`src/rtl/io_uart.sv`:
```
// IO-bus mapped 8N1 UART: DATA register at BASE_ADDR, STATUS at BASE_ADDR+1.
// Small TX and RX FIFOs buffer the CPU from the serial shifters.
module io_uart #(
  parameter int         CLKS_PER_BIT = 16,
  parameter logic [7:0] BASE_ADDR    = 8'h10,
  parameter int         FIFO_DEPTH   = 4
) (
  input  logic       i_clk,
  input  logic       i_reset,
  input  logic [7:0] i_bus,
  output logic [7:0] o_bus,
  input  logic       i_ioSelect,
  input  logic [7:0] i_ioAddress,
  input  logic       i_ioNOE,
  input  logic       i_ioNWE,
  input  logic       i_rx,
  output logic       o_tx
);

  localparam int         PW          = $clog2(FIFO_DEPTH);
  localparam int         CW          = PW + 1;
  localparam logic [CW-1:0] DEPTH_C  = CW'(FIFO_DEPTH);
  localparam logic [7:0] STATUS_ADDR = 8'(BASE_ADDR + 8'd1);
  localparam logic [7:0] BAUD_LAST   = 8'(CLKS_PER_BIT - 1);
  localparam logic [7:0] BAUD_HALF   = 8'(CLKS_PER_BIT / 2 - 1);

  typedef enum logic [1:0] {ST_IDLE, ST_START, ST_DATA, ST_STOP} uart_state_e;

  // Bus decode: a read strobe masks a simultaneous write.
  logic data_rd, data_wr, status_rd, status_wr;
  assign data_rd   = i_ioSelect && (i_ioAddress == BASE_ADDR)   && !i_ioNOE;
  assign data_wr   = i_ioSelect && (i_ioAddress == BASE_ADDR)   && !i_ioNWE && i_ioNOE;
  assign status_rd = i_ioSelect && (i_ioAddress == STATUS_ADDR) && !i_ioNOE;
  assign status_wr = i_ioSelect && (i_ioAddress == STATUS_ADDR) && !i_ioNWE && i_ioNOE;

  logic [7:0]    tx_mem [FIFO_DEPTH];
  logic [7:0]    rx_mem [FIFO_DEPTH];
  logic [PW-1:0] tx_wptr_q, tx_wptr_d, tx_rptr_q, tx_rptr_d;
  logic [PW-1:0] rx_wptr_q, rx_wptr_d, rx_rptr_q, rx_rptr_d;
  logic [CW-1:0] tx_cnt_q, tx_cnt_d, rx_cnt_q, rx_cnt_d;
  logic          tx_push, tx_pop, rx_push, rx_pop;
  logic          tx_full, tx_empty, rx_full, rx_empty;

  assign tx_full  = (tx_cnt_q == DEPTH_C);
  assign tx_empty = (tx_cnt_q == '0);
  assign rx_full  = (rx_cnt_q == DEPTH_C);
  assign rx_empty = (rx_cnt_q == '0);

  uart_state_e tx_state_q, tx_state_d;
  logic [7:0]  tx_baud_q, tx_baud_d, tx_shift_q, tx_shift_d;
  logic [2:0]  tx_bit_q, tx_bit_d;

  uart_state_e rx_state_q, rx_state_d;
  logic [7:0]  rx_baud_q, rx_baud_d, rx_shift_q, rx_shift_d;
  logic [2:0]  rx_bit_q, rx_bit_d;
  logic        rx_wait_q, rx_wait_d;
  logic        rx_sync1_q, rx_sync2_q;
  logic        rx_valid, frame_set;

  logic tx_ovf_q, tx_ovf_d, rx_ovr_q, rx_ovr_d, frame_q, frame_d;

  // NOTE: every variable assigned in an always_comb gets a default first, so no path can infer a latch.
  always_comb begin
    tx_state_d = tx_state_q;
    tx_baud_d  = tx_baud_q;
    tx_bit_d   = tx_bit_q;
    tx_shift_d = tx_shift_q;
    tx_pop     = 1'b0;
    unique case (tx_state_q)
      ST_IDLE: begin
        if (!tx_empty) begin
          tx_state_d = ST_START;
          tx_shift_d = tx_mem[tx_rptr_q];
          tx_pop     = 1'b1;
          tx_baud_d  = '0;
        end
      end
      ST_START: begin
        if (tx_baud_q == BAUD_LAST) begin
          tx_state_d = ST_DATA;
          tx_baud_d  = '0;
          tx_bit_d   = '0;
        end else begin
          tx_baud_d = tx_baud_q + 8'd1;
        end
      end
      ST_DATA: begin
        if (tx_baud_q == BAUD_LAST) begin
          tx_baud_d  = '0;
          tx_shift_d = {1'b0, tx_shift_q[7:1]};
          tx_bit_d   = tx_bit_q + 3'd1;
          if (tx_bit_q == 3'd7) tx_state_d = ST_STOP;
        end else begin
          tx_baud_d = tx_baud_q + 8'd1;
        end
      end
      ST_STOP: begin
        if (tx_baud_q == BAUD_LAST) begin
          tx_baud_d = '0;
          // Back-to-back frames: the next start bit follows the stop bit directly.
          if (!tx_empty) begin
            tx_state_d = ST_START;
            tx_shift_d = tx_mem[tx_rptr_q];
            tx_pop     = 1'b1;
          end else begin
            tx_state_d = ST_IDLE;
          end
        end else begin
          tx_baud_d = tx_baud_q + 8'd1;
        end
      end
      default: tx_state_d = ST_IDLE;
    endcase
  end

  always_comb begin
    o_tx = 1'b1;
    if (tx_state_q == ST_START)     o_tx = 1'b0;
    else if (tx_state_q == ST_DATA) o_tx = tx_shift_q[0];
  end

  always_comb begin
    rx_state_d = rx_state_q;
    rx_baud_d  = rx_baud_q;
    rx_bit_d   = rx_bit_q;
    rx_shift_d = rx_shift_q;
    rx_wait_d  = rx_wait_q;
    rx_valid   = 1'b0;
    frame_set  = 1'b0;
    unique case (rx_state_q)
      ST_IDLE: begin
        if (!rx_sync2_q) begin
          rx_state_d = ST_START;
          rx_baud_d  = '0;
        end
      end
      ST_START: begin
        if (rx_baud_q == BAUD_HALF) begin
          rx_baud_d  = '0;
          rx_bit_d   = '0;
          rx_state_d = rx_sync2_q ? ST_IDLE : ST_DATA;
        end else begin
          rx_baud_d = rx_baud_q + 8'd1;
        end
      end
      ST_DATA: begin
        if (rx_baud_q == BAUD_LAST) begin
          rx_baud_d  = '0;
          rx_shift_d = {rx_sync2_q, rx_shift_q[7:1]};
          rx_bit_d   = rx_bit_q + 3'd1;
          if (rx_bit_q == 3'd7) rx_state_d = ST_STOP;
        end else begin
          rx_baud_d = rx_baud_q + 8'd1;
        end
      end
      ST_STOP: begin
        // After a framing error, hold here until the line returns high.
        if (rx_wait_q) begin
          if (rx_sync2_q) begin
            rx_wait_d  = 1'b0;
            rx_state_d = ST_IDLE;
          end
        end else if (rx_baud_q == BAUD_LAST) begin
          rx_baud_d = '0;
          if (rx_sync2_q) begin
            rx_valid   = 1'b1;
            rx_state_d = ST_IDLE;
          end else begin
            frame_set = 1'b1;
            rx_wait_d = 1'b1;
          end
        end else begin
          rx_baud_d = rx_baud_q + 8'd1;
        end
      end
      default: rx_state_d = ST_IDLE;
    endcase
  end

  always_comb begin
    tx_push = data_wr && (!tx_full || tx_pop);
    rx_pop  = data_rd && !rx_empty;
    rx_push = rx_valid && (!rx_full || rx_pop);

    tx_wptr_d = tx_push ? tx_wptr_q + PW'(1) : tx_wptr_q;
    tx_rptr_d = tx_pop  ? tx_rptr_q + PW'(1) : tx_rptr_q;
    rx_wptr_d = rx_push ? rx_wptr_q + PW'(1) : rx_wptr_q;
    rx_rptr_d = rx_pop  ? rx_rptr_q + PW'(1) : rx_rptr_q;

    tx_cnt_d = tx_cnt_q;
    if (tx_push && !tx_pop)      tx_cnt_d = tx_cnt_q + CW'(1);
    else if (!tx_push && tx_pop) tx_cnt_d = tx_cnt_q - CW'(1);
    rx_cnt_d = rx_cnt_q;
    if (rx_push && !rx_pop)      rx_cnt_d = rx_cnt_q + CW'(1);
    else if (!rx_push && rx_pop) rx_cnt_d = rx_cnt_q - CW'(1);

    // A clear and a set on the same edge leave the flag set.
    tx_ovf_d = (tx_ovf_q && !(status_wr && i_bus[6])) || (data_wr && tx_full && !tx_pop);
    rx_ovr_d = (rx_ovr_q && !(status_wr && i_bus[4])) || (rx_valid && rx_full && !rx_pop);
    frame_d  = (frame_q  && !(status_wr && i_bus[5])) || frame_set;
  end

  always_comb begin
    o_bus = 8'h00;
    if (!i_reset) begin
      if (data_rd && !rx_empty) o_bus = rx_mem[rx_rptr_q];
      else if (status_rd)
        o_bus = {(tx_state_q != ST_IDLE), tx_ovf_q, frame_q, rx_ovr_q,
                 rx_full, !rx_empty, tx_empty, tx_full};
    end
  end

  // NOTE: non-blocking assignments in clocked blocks so every flop samples pre-edge values.
  always_ff @(posedge i_clk or posedge i_reset) begin
    if (i_reset) begin
      tx_state_q <= ST_IDLE;
      tx_baud_q  <= '0;
      tx_bit_q   <= '0;
      tx_shift_q <= '0;
      rx_state_q <= ST_IDLE;
      rx_baud_q  <= '0;
      rx_bit_q   <= '0;
      rx_shift_q <= '0;
      rx_wait_q  <= 1'b0;
      rx_sync1_q <= 1'b1;
      rx_sync2_q <= 1'b1;
      tx_wptr_q  <= '0;
      tx_rptr_q  <= '0;
      rx_wptr_q  <= '0;
      rx_rptr_q  <= '0;
      tx_cnt_q   <= '0;
      rx_cnt_q   <= '0;
      tx_ovf_q   <= 1'b0;
      rx_ovr_q   <= 1'b0;
      frame_q    <= 1'b0;
    end else begin
      tx_state_q <= tx_state_d;
      tx_baud_q  <= tx_baud_d;
      tx_bit_q   <= tx_bit_d;
      tx_shift_q <= tx_shift_d;
      rx_state_q <= rx_state_d;
      rx_baud_q  <= rx_baud_d;
      rx_bit_q   <= rx_bit_d;
      rx_shift_q <= rx_shift_d;
      rx_wait_q  <= rx_wait_d;
      rx_sync1_q <= i_rx;
      rx_sync2_q <= rx_sync1_q;
      tx_wptr_q  <= tx_wptr_d;
      tx_rptr_q  <= tx_rptr_d;
      rx_wptr_q  <= rx_wptr_d;
      rx_rptr_q  <= rx_rptr_d;
      tx_cnt_q   <= tx_cnt_d;
      rx_cnt_q   <= rx_cnt_d;
      tx_ovf_q   <= tx_ovf_d;
      rx_ovr_q   <= rx_ovr_d;
      frame_q    <= frame_d;
    end
  end

  // NOTE: FIFO storage is not reset; the pointers and counts alone define what is valid.
  always_ff @(posedge i_clk) begin
    if (tx_push) tx_mem[tx_wptr_q] <= i_bus;
    if (rx_push) rx_mem[rx_wptr_q] <= rx_shift_d;
  end

endmodule

```
`config.mk`:
```
export PLATFORM = sky130hd
export DESIGN_NAME = io_uart
export DESIGN_NICKNAME = d
export VERILOG_FILES = /design/src/rtl/io_uart.sv
export SDC_FILE = /design/constraint.sdc
export NUM_CORES = 1
export LEC_CHECK = 0
export ABC_CLOCK_PERIOD_IN_PS = 3500
export CORE_AREA = 8 8 104 125
export DETAILED_ROUTE_END_ITERATION = 8
export DIE_AREA = 0 0 112 133
export HOLD_SLACK_MARGIN = 0.08
export PLACE_DENSITY_LB_ADDON = 0.1
export RECOVER_POWER = 25
export SLEW_MARGIN = 20
export SYNTH_ARGS = -nofsm -noshare
export SYNTH_HDL_FRONTEND = slang
export SYNTH_SLANG_ARGS = --single-unit
```
`constraint.sdc`:
```
create_clock -name i_clk -period 3.5 [get_ports i_clk]
set_clock_uncertainty 0.1 [all_clocks]
set_input_delay 0.7 -clock i_clk [delete_from_list [all_inputs] [get_ports i_clk]]
set_output_delay 0.7 -clock i_clk [all_outputs]
set_load 0.03 [all_outputs]
```
### Yosys cells after proc, flatten, opt, wreduce, memory -nomap -nowiden

Memories as Yosys holds them, arrays and structs flattened.
Index checks and enable logic that the tools add are counted.

* bits in registers: 62
* memory bits (writable): 64
* bits of input ports: 22
* output and inout bits: 9
* word-level logic and storage cells: 180
* memories kept: 2

* add/subtract/negate cells: 12
* eq/ne operators: 26
* multiplexer cells: 61
* reductions and logical operators: 59

Memory list
* rx_mem: depth 4, width 8, rd ports 1, clocked after Yosys merged registers in 0, wr ports 1, line 37 `logic [7:0] rx_mem [FIFO_DEPTH];`
* tx_mem: depth 4, width 8, rd ports 1, clocked after Yosys merged registers in 0, wr ports 1, line 36 `logic [7:0] tx_mem [FIFO_DEPTH];`

Operators with widths (count)
* 8-bit two-way mux: 14
* 8-bit case mux with 4 select lines: 1
* 2-bit two-way mux: 13
* 1-bit logical AND: 25
* 3-bit two-way mux: 8
* 8-bit case mux with 3 select lines: 1
* 2-bit != test (second input constant): 10
* 1-bit two-way mux: 18
* 8-bit by 1-bit adder with 8-bit output (second input constant): 2
* 8-bit by 4-bit equality test with 1-bit output (second input constant): 2
* 8-bit by 5-bit equality test with 1-bit output (second input constant): 2
* 2-bit case mux with 4 select lines: 2
* 8-bit case mux with 2 select lines: 1
* 3-bit by 1-bit adder with 3-bit output (second input constant): 4
* 3-bit equality test (second input constant): 4
* 1-bit logical NOT: 12
* 3-bit case mux with 2 select lines: 2
* 5-bit AND reduction: 2
* 2-bit nonzero test: 5
* 3-bit AND reduction: 3
* 2-bit by 1-bit adder with 2-bit output (second input constant): 4
* 2-bit equality test (second input constant): 4
* 8-bit by 3-bit equality test with 1-bit output (second input constant): 1
* 3-bit logical NOT: 2
* 9 further kinds: 16

### Logic depth before layout (Yosys ltp)

* depth in word-level cells: 10
* mapped depth: 11
* gate-level depth less buffers: 11

### Least setup slack after synthesis

Ideal clock, no wire load.

* path kind: input to output
* start point: input i_ioAddress[5]
* end point: output o_bus[2]
* data arrival time: 2.089 ns
* data required time: 2.700 ns
* path slack: 0.611 ns
* cell stages on the path: 3
* buffers on the path: 0
* cell sequence: and4bb_2 nand4b_1 nor4_1

* longest elaborated chain between the ends: 6
* elaborated cells between the ends (all ways): 10
* classes of those cells: eq/ne: 2; mux: 3; reduce/logical: 5

Ends and longest elaborated chain
* from (decl): line 13 `input logic [7:0] i_ioAddress,`
* 8-bit by 5-bit equality test with 1-bit output (on tied branches): line 33, 31
* 1-bit logical AND (on tied branches) (2 in a row): line 33, 31
* 8-bit two-way mux or 1-bit logical AND (tied branches): line 207, 206
* 8-bit two-way mux *: line 206 `if (data_rd && !rx_empty) o_bus = rx_mem[rx_rptr_q];`
* 8-bit two-way mux *: line 205 `if (!i_reset) begin`
* to (decl): line 11 `output logic [7:0] o_bus,`

Every way passes the cells marked *; elsewhere a longest branch is shown, timed or not.

### Final worst setup path

* start point: input i_ioAddress[0]
* end point: output o_bus[0]

The elaborated chain is that of the path after synthesis.

==> impl_metrics.xml <==
<?xml version="1.0" encoding="UTF-8"?>
<metrics>
  <group name="cts">
    <metric name="cts_resized" unit="">0</metric>
    <metric name="clock_sinks" unit="">126</metric>
    <metric name="cts_hold_buffers" unit="">0</metric>
    <metric name="tritoncts" unit="">yes</metric>
    <metric name="cts_post_setup_buffers_inserted" unit="">0</metric>
    <metric name="cts_root_buffer" unit="">sky130_fd_sc_hd__clkbuf_16</metric>
    <metric name="cts_inserted_buffers" unit="">17</metric>
    <metric name="h-tree-depth" unit="">4</metric>
    <metric name="cts_max_path_buffers" unit="">2</metric>
    <metric name="clkSlewWorstSetupHoldPaths" unit="ns">0.06</metric>
    <metric name="clock_latency" unit="ns">0.41</metric>
  </group>
  <group name="final_layout">
    <metric name="final_layout_size_suffix_gt1_frac" unit="">0.180</metric>
    <metric name="fin_nets" unit="">522</metric>
    <metric name="antennaDiodeCount" unit="">0</metric>
    <metric name="layout-area-overhead-vs-synth" unit="%">16.5</metric>
  </group>
  <group name="critical_path">
    <metric name="critical_path_class" unit="">in -&gt; out</metric>
    <metric name="timing.critical_path.fanout_max" unit="">7</metric>
    <metric name="end_kind" unit="">output port</metric>
    <metric name="critical_path_arrival" unit="ns">2.42</metric>
    <metric name="cp-start-kind" unit="">input port</metric>
    <metric name="crit_required" unit="ns">2.70</metric>
  </group>
  <group name="global_route">
    <metric name="grt_max_degree" unit="">24</metric>
    <metric name="grt_first_pass_wirelength" unit="mm">18.9</metric>
    <metric name="global_route.usage.total" unit="">0.163</metric>
    <metric name="grt-ovfl-total" unit="">0</metric>
    <metric name="antenna_found_initial" unit="">0</metric>
    <metric name="via_count_of_the_first_global_routing_pass" unit="">3726</metric>
  </group>
  <group name="logic_synthesis">
    <metric name="synth.mux.area_fraction" unit="">0.108</metric>
    <metric name="synth.ff_latch_count" unit="">126</metric>
    <metric name="synth.net_count" unit="">483</metric>
    <metric name="synth_top_family_by_area" unit="">simple AND/OR/NAND/NOR gates</metric>
    <metric name="synth_cell_type_count" unit="">62</metric>
    <metric name="yosysMostFrequentCell" unit="">sky130_fd_sc_hd__edfxtp_1</metric>
    <metric name="postSynthCellCount" unit="">437</metric>
    <metric name="post_synth_instance_area" unit="um2">5900</metric>
    <metric name="netlist_top_cells_count" unit="">sky130_fd_sc_hd__edfxtp_1 (64), sky130_fd_sc_hd__dfrtp_1 (60), sky130_fd_sc_hd__nand2_1 (33), sky130_fd_sc_hd__nor2_1 (23), sky130_fd_sc_hd__ha_1 (22)</metric>
    <metric name="synth_async_sr_flop_share" unit="">0.492</metric>
    <metric name="synth_fa_ha_area_frac" unit="">0.0534</metric>
    <metric name="dominant_synthesized_flop_cell" unit="">sky130_fd_sc_hd__edfxtp_1</metric>
    <metric name="compound_gate_portion_of_the_synthesized_area" unit="">0.0831</metric>
    <metric name="yosys.area_share.xor_xnor" unit="">0.0193</metric>
    <metric name="yosys.area_share.simple" unit="">0.120</metric>
    <metric name="synth_enable_flop_cells" unit="">64</metric>
    <metric name="synth_top_cells_by_area" unit="">sky130_fd_sc_hd__edfxtp_1 (33%), sky130_fd_sc_hd__dfrtp_1 (25%), sky130_fd_sc_hd__mux4_2 (6.1%), sky130_fd_sc_hd__ha_1 (4.7%), sky130_fd_sc_hd__mux2_2 (3.6%)</metric>
    <metric name="synth_top_area_frac" unit="">0.326</metric>
    <metric name="synth-seq-area-share" unit="">0.589</metric>
    <metric name="netlist.top_cell.by_area" unit="">sky130_fd_sc_hd__edfxtp_1</metric>
    <metric name="syn-mean-instance-area" unit="um2">13.5</metric>
    <metric name="yosys_warnings" unit="">0</metric>
  </group>
  <group name="die">
    <metric name="core.rowCount" unit="">42</metric>
    <metric name="coreArea" unit="um2">10900</metric>
    <metric name="design.die.area" unit="um2">14900</metric>
    <metric name="start_util" unit="">0.540</metric>
    <metric name="die-height" unit="um">133</metric>
    <metric name="ios" unit="">31</metric>
    <metric name="horizontal_extent_of_the_die" unit="um">112</metric>
  </group>
  <group name="placed_design">
    <metric name="preCtsSetupSlack" unit="ns">0.247</metric>
    <metric name="place_congestion" unit="">0.847</metric>
    <metric name="place_hpwl" unit="mm">7.95</metric>
    <metric name="port_buffers" unit="">30</metric>
  </group>
  <group name="route">
    <metric name="wire_per_inst" unit="um">18.0</metric>
    <metric name="wl_met3" unit="um">418</metric>
    <metric name="drt-total-wl" unit="mm">11.2</metric>
    <metric name="drt-met1-wl" unit="mm">4.74</metric>
    <metric name="route.top_layer_used" unit="">met4</metric>
    <metric name="dr_total_vias" unit="">3549</metric>
    <metric name="average_via_count_per_standard_cell" unit="">5.71</metric>
    <metric name="initial_drt_pass_iterations" unit="">7</metric>
    <metric name="routed-wl-met2" unit="mm">5.88</metric>
    <metric name="drcViolationCount" unit="">0</metric>
    <metric name="ant_nets" unit="">0</metric>
    <metric name="drt-initial-drc-count" unit="">262</metric>
  </group>
  <group name="power">
    <metric name="power.density_cell_area" unit="nW/um2">594</metric>
    <metric name="power.static_leakage" unit="nW">2.72</metric>
    <metric name="max-vdd-ir-drop" unit="V">0.000402</metric>
  </group>
  <group name="timing">
    <metric name="final_critical_path_setup_slack" unit="ns">0.279</metric>
    <metric name="timing.setup.tns" unit="ns">0</metric>
    <metric name="grt_setup_unrepaired" unit="">no</metric>
    <metric name="timing.max_slew.rel_slack" unit="">0.238</metric>
    <metric name="timing.hold.ws" unit="ns">0.256</metric>
    <metric name="final_hold_fails" unit="">0</metric>
    <metric name="finalSetupViolCount" unit="">0</metric>
    <metric name="timing.final.crit_period" unit="ns">3.22</metric>
    <metric name="final_max_slew_viol_count" unit="">0</metric>
    <metric name="fmax" unit="MHz">310</metric>
    <metric name="layout_worst_path_cycle_share" unit="">0.920</metric>
    <metric name="tightestPinTransition" unit="ns">1.14</metric>
  </group>
  <group name="hold_path">
    <metric name="hold_path.class" unit="">reg -&gt; reg</metric>
  </group>
  <group name="status">
    <metric name="status" unit="">finished clean</metric>
  </group>
  <group name="flow_run">
    <metric name="max_cap_viol_count" unit="">0</metric>
  </group>
</metrics>
==> metrics by stage <==
stage	total power [mW]	std cells	utilization	cell area (um2)
final	4.08	621	0.629	6880
after global routing	4.27	621	0.629	6880
after CTS	4.14	621	0.632	6900
after detailed placement	2.40	589	0.578	6320
after global placement	2.38	589	0.578	6320
after floorplan	2.25	437	-	5900
==> where the power goes <==
group / total (mW) / internal, mW / switching, mW
registers: 1.82 / 1.68 / 0.139
clock network: 1.73 / 1.06 / 0.670
logic: 0.534 / 0.245 / 0.289
==> kinds of logic (layout without fill, tap and decap cells) <==
group,count (synthesis),after routing
flip-flops,126,126
AND/OR/NAND/NOR,126,126
AO/OA/AOI/OAI,70,70
multiplexers,41,41
buffers and inverters,37,89
adder cells (fa/ha/maj),24,24
XOR/XNOR,13,13
==> metal layers <==
metal  GRT usage  vias to the layer above
met5           0                        -
met4      0.0548                        0
met3      0.0446                       11
met2       0.288                       72
met1       0.188                     1753
li1            -                     1713
==> worst paths after layout <==
check | cells after the start | slack [ns] | end | startpoint
worst max-delay path | 7 | 0.28 | o_bus[0] | i_ioAddress[0]
worst min-delay path | 0 | 0.26 | rx_sync2_q | rx_sync1_q
worst max register to register | 9 | 0.43 | rx_cnt_q[2] | rx_baud_q[4]
worst min register to register | 0 | 0.26 | rx_sync2_q | rx_sync1_q
max in group asynchronous | 4 | 0.55 | tx_state_q[0] | i_reset
min in group asynchronous | 3 | 1.20 | rx_shift_q[5] | i_reset
==> layout by cell type, fill, tap and decap left out, types with 11 or more instances in the layout <==
cell type | Yosys | layout
sky130_fd_sc_hd__a21oi_1 | 11 | 11
sky130_fd_sc_hd__mux2_2 | 19 | 19
sky130_fd_sc_hd__nand2_1 | 33 | 33
sky130_fd_sc_hd__o21ai_0 | 17 | 17
sky130_fd_sc_hd__clkdlybuf4s50_1 | 0 | 12
sky130_fd_sc_hd__nor2_1 | 23 | 23
sky130_fd_sc_hd__inv_1 | 20 | 20
sky130_fd_sc_hd__buf_4 | 1 | 12
sky130_fd_sc_hd__clkbuf_16 | 0 | 17
sky130_fd_sc_hd__ha_1 | 22 | 22
sky130_fd_sc_hd__edfxtp_1 | 64 | 64
sky130_fd_sc_hd__mux4_2 | 16 | 16
sky130_fd_sc_hd__dfrtp_1 | 60 | 60
==> flip-flops by register name, indices dropped and copies added (netlist names), named ones only <==
| signal | cells |
|---|---|
| tx_baud_q | 8 |
| rx_shift_q | 8 |
| tx_wptr_q | 2 |
| rx_rptr_q | 2 |
| tx_shift_q | 8 |
| tx_bit_q | 3 |
| tx_ovf_q | 1 |
| rx_mem | 32 |
| tx_cnt_q | 3 |
| tx_mem | 32 |
| tx_rptr_q | 2 |
| rx_baud_q | 8 |
| rx_ovr_q | 1 |
| rx_sync1_q | 1 |
| rx_sync2_q | 1 |
| tx_state_q | 2 |
| rx_cnt_q | 3 |
| rx_wptr_q | 2 |
| rx_wait_q | 1 |
| rx_state_q | 1 |
| rx_bit_q | 3 |
| frame_q | 1 |
==> critical path: stages <==
cell and delay [ns]:
sky130_fd_sc_hd__clkdlybuf4s50_1 0.52, sky130_fd_sc_hd__buf_4 0.16, sky130_fd_sc_hd__nor2b_1 0.13, sky130_fd_sc_hd__and4_1 0.38, sky130_fd_sc_hd__a32oi_1 0.14, sky130_fd_sc_hd__nor2_1 0.17
sky130_fd_sc_hd__buf_4 0.20
==> final cells by class <==
| cell class | instances | area, um2 |
|---|---|---|
| Inverter | 20 | 75.1 |
| Clock inverter | 14 | 158 |
| Tap cell | 132 | 165 |
| Sequential cell | 126 | 3480 |
| Clock buffer | 18 | 429 |
| Fill cell | 844 | 4050 |
| Timing Repair Buffer | 37 | 322 |
| Multi-Input combinational cell | 274 | 2250 |
No activity file was read; power rests on OpenSTA's default activity.
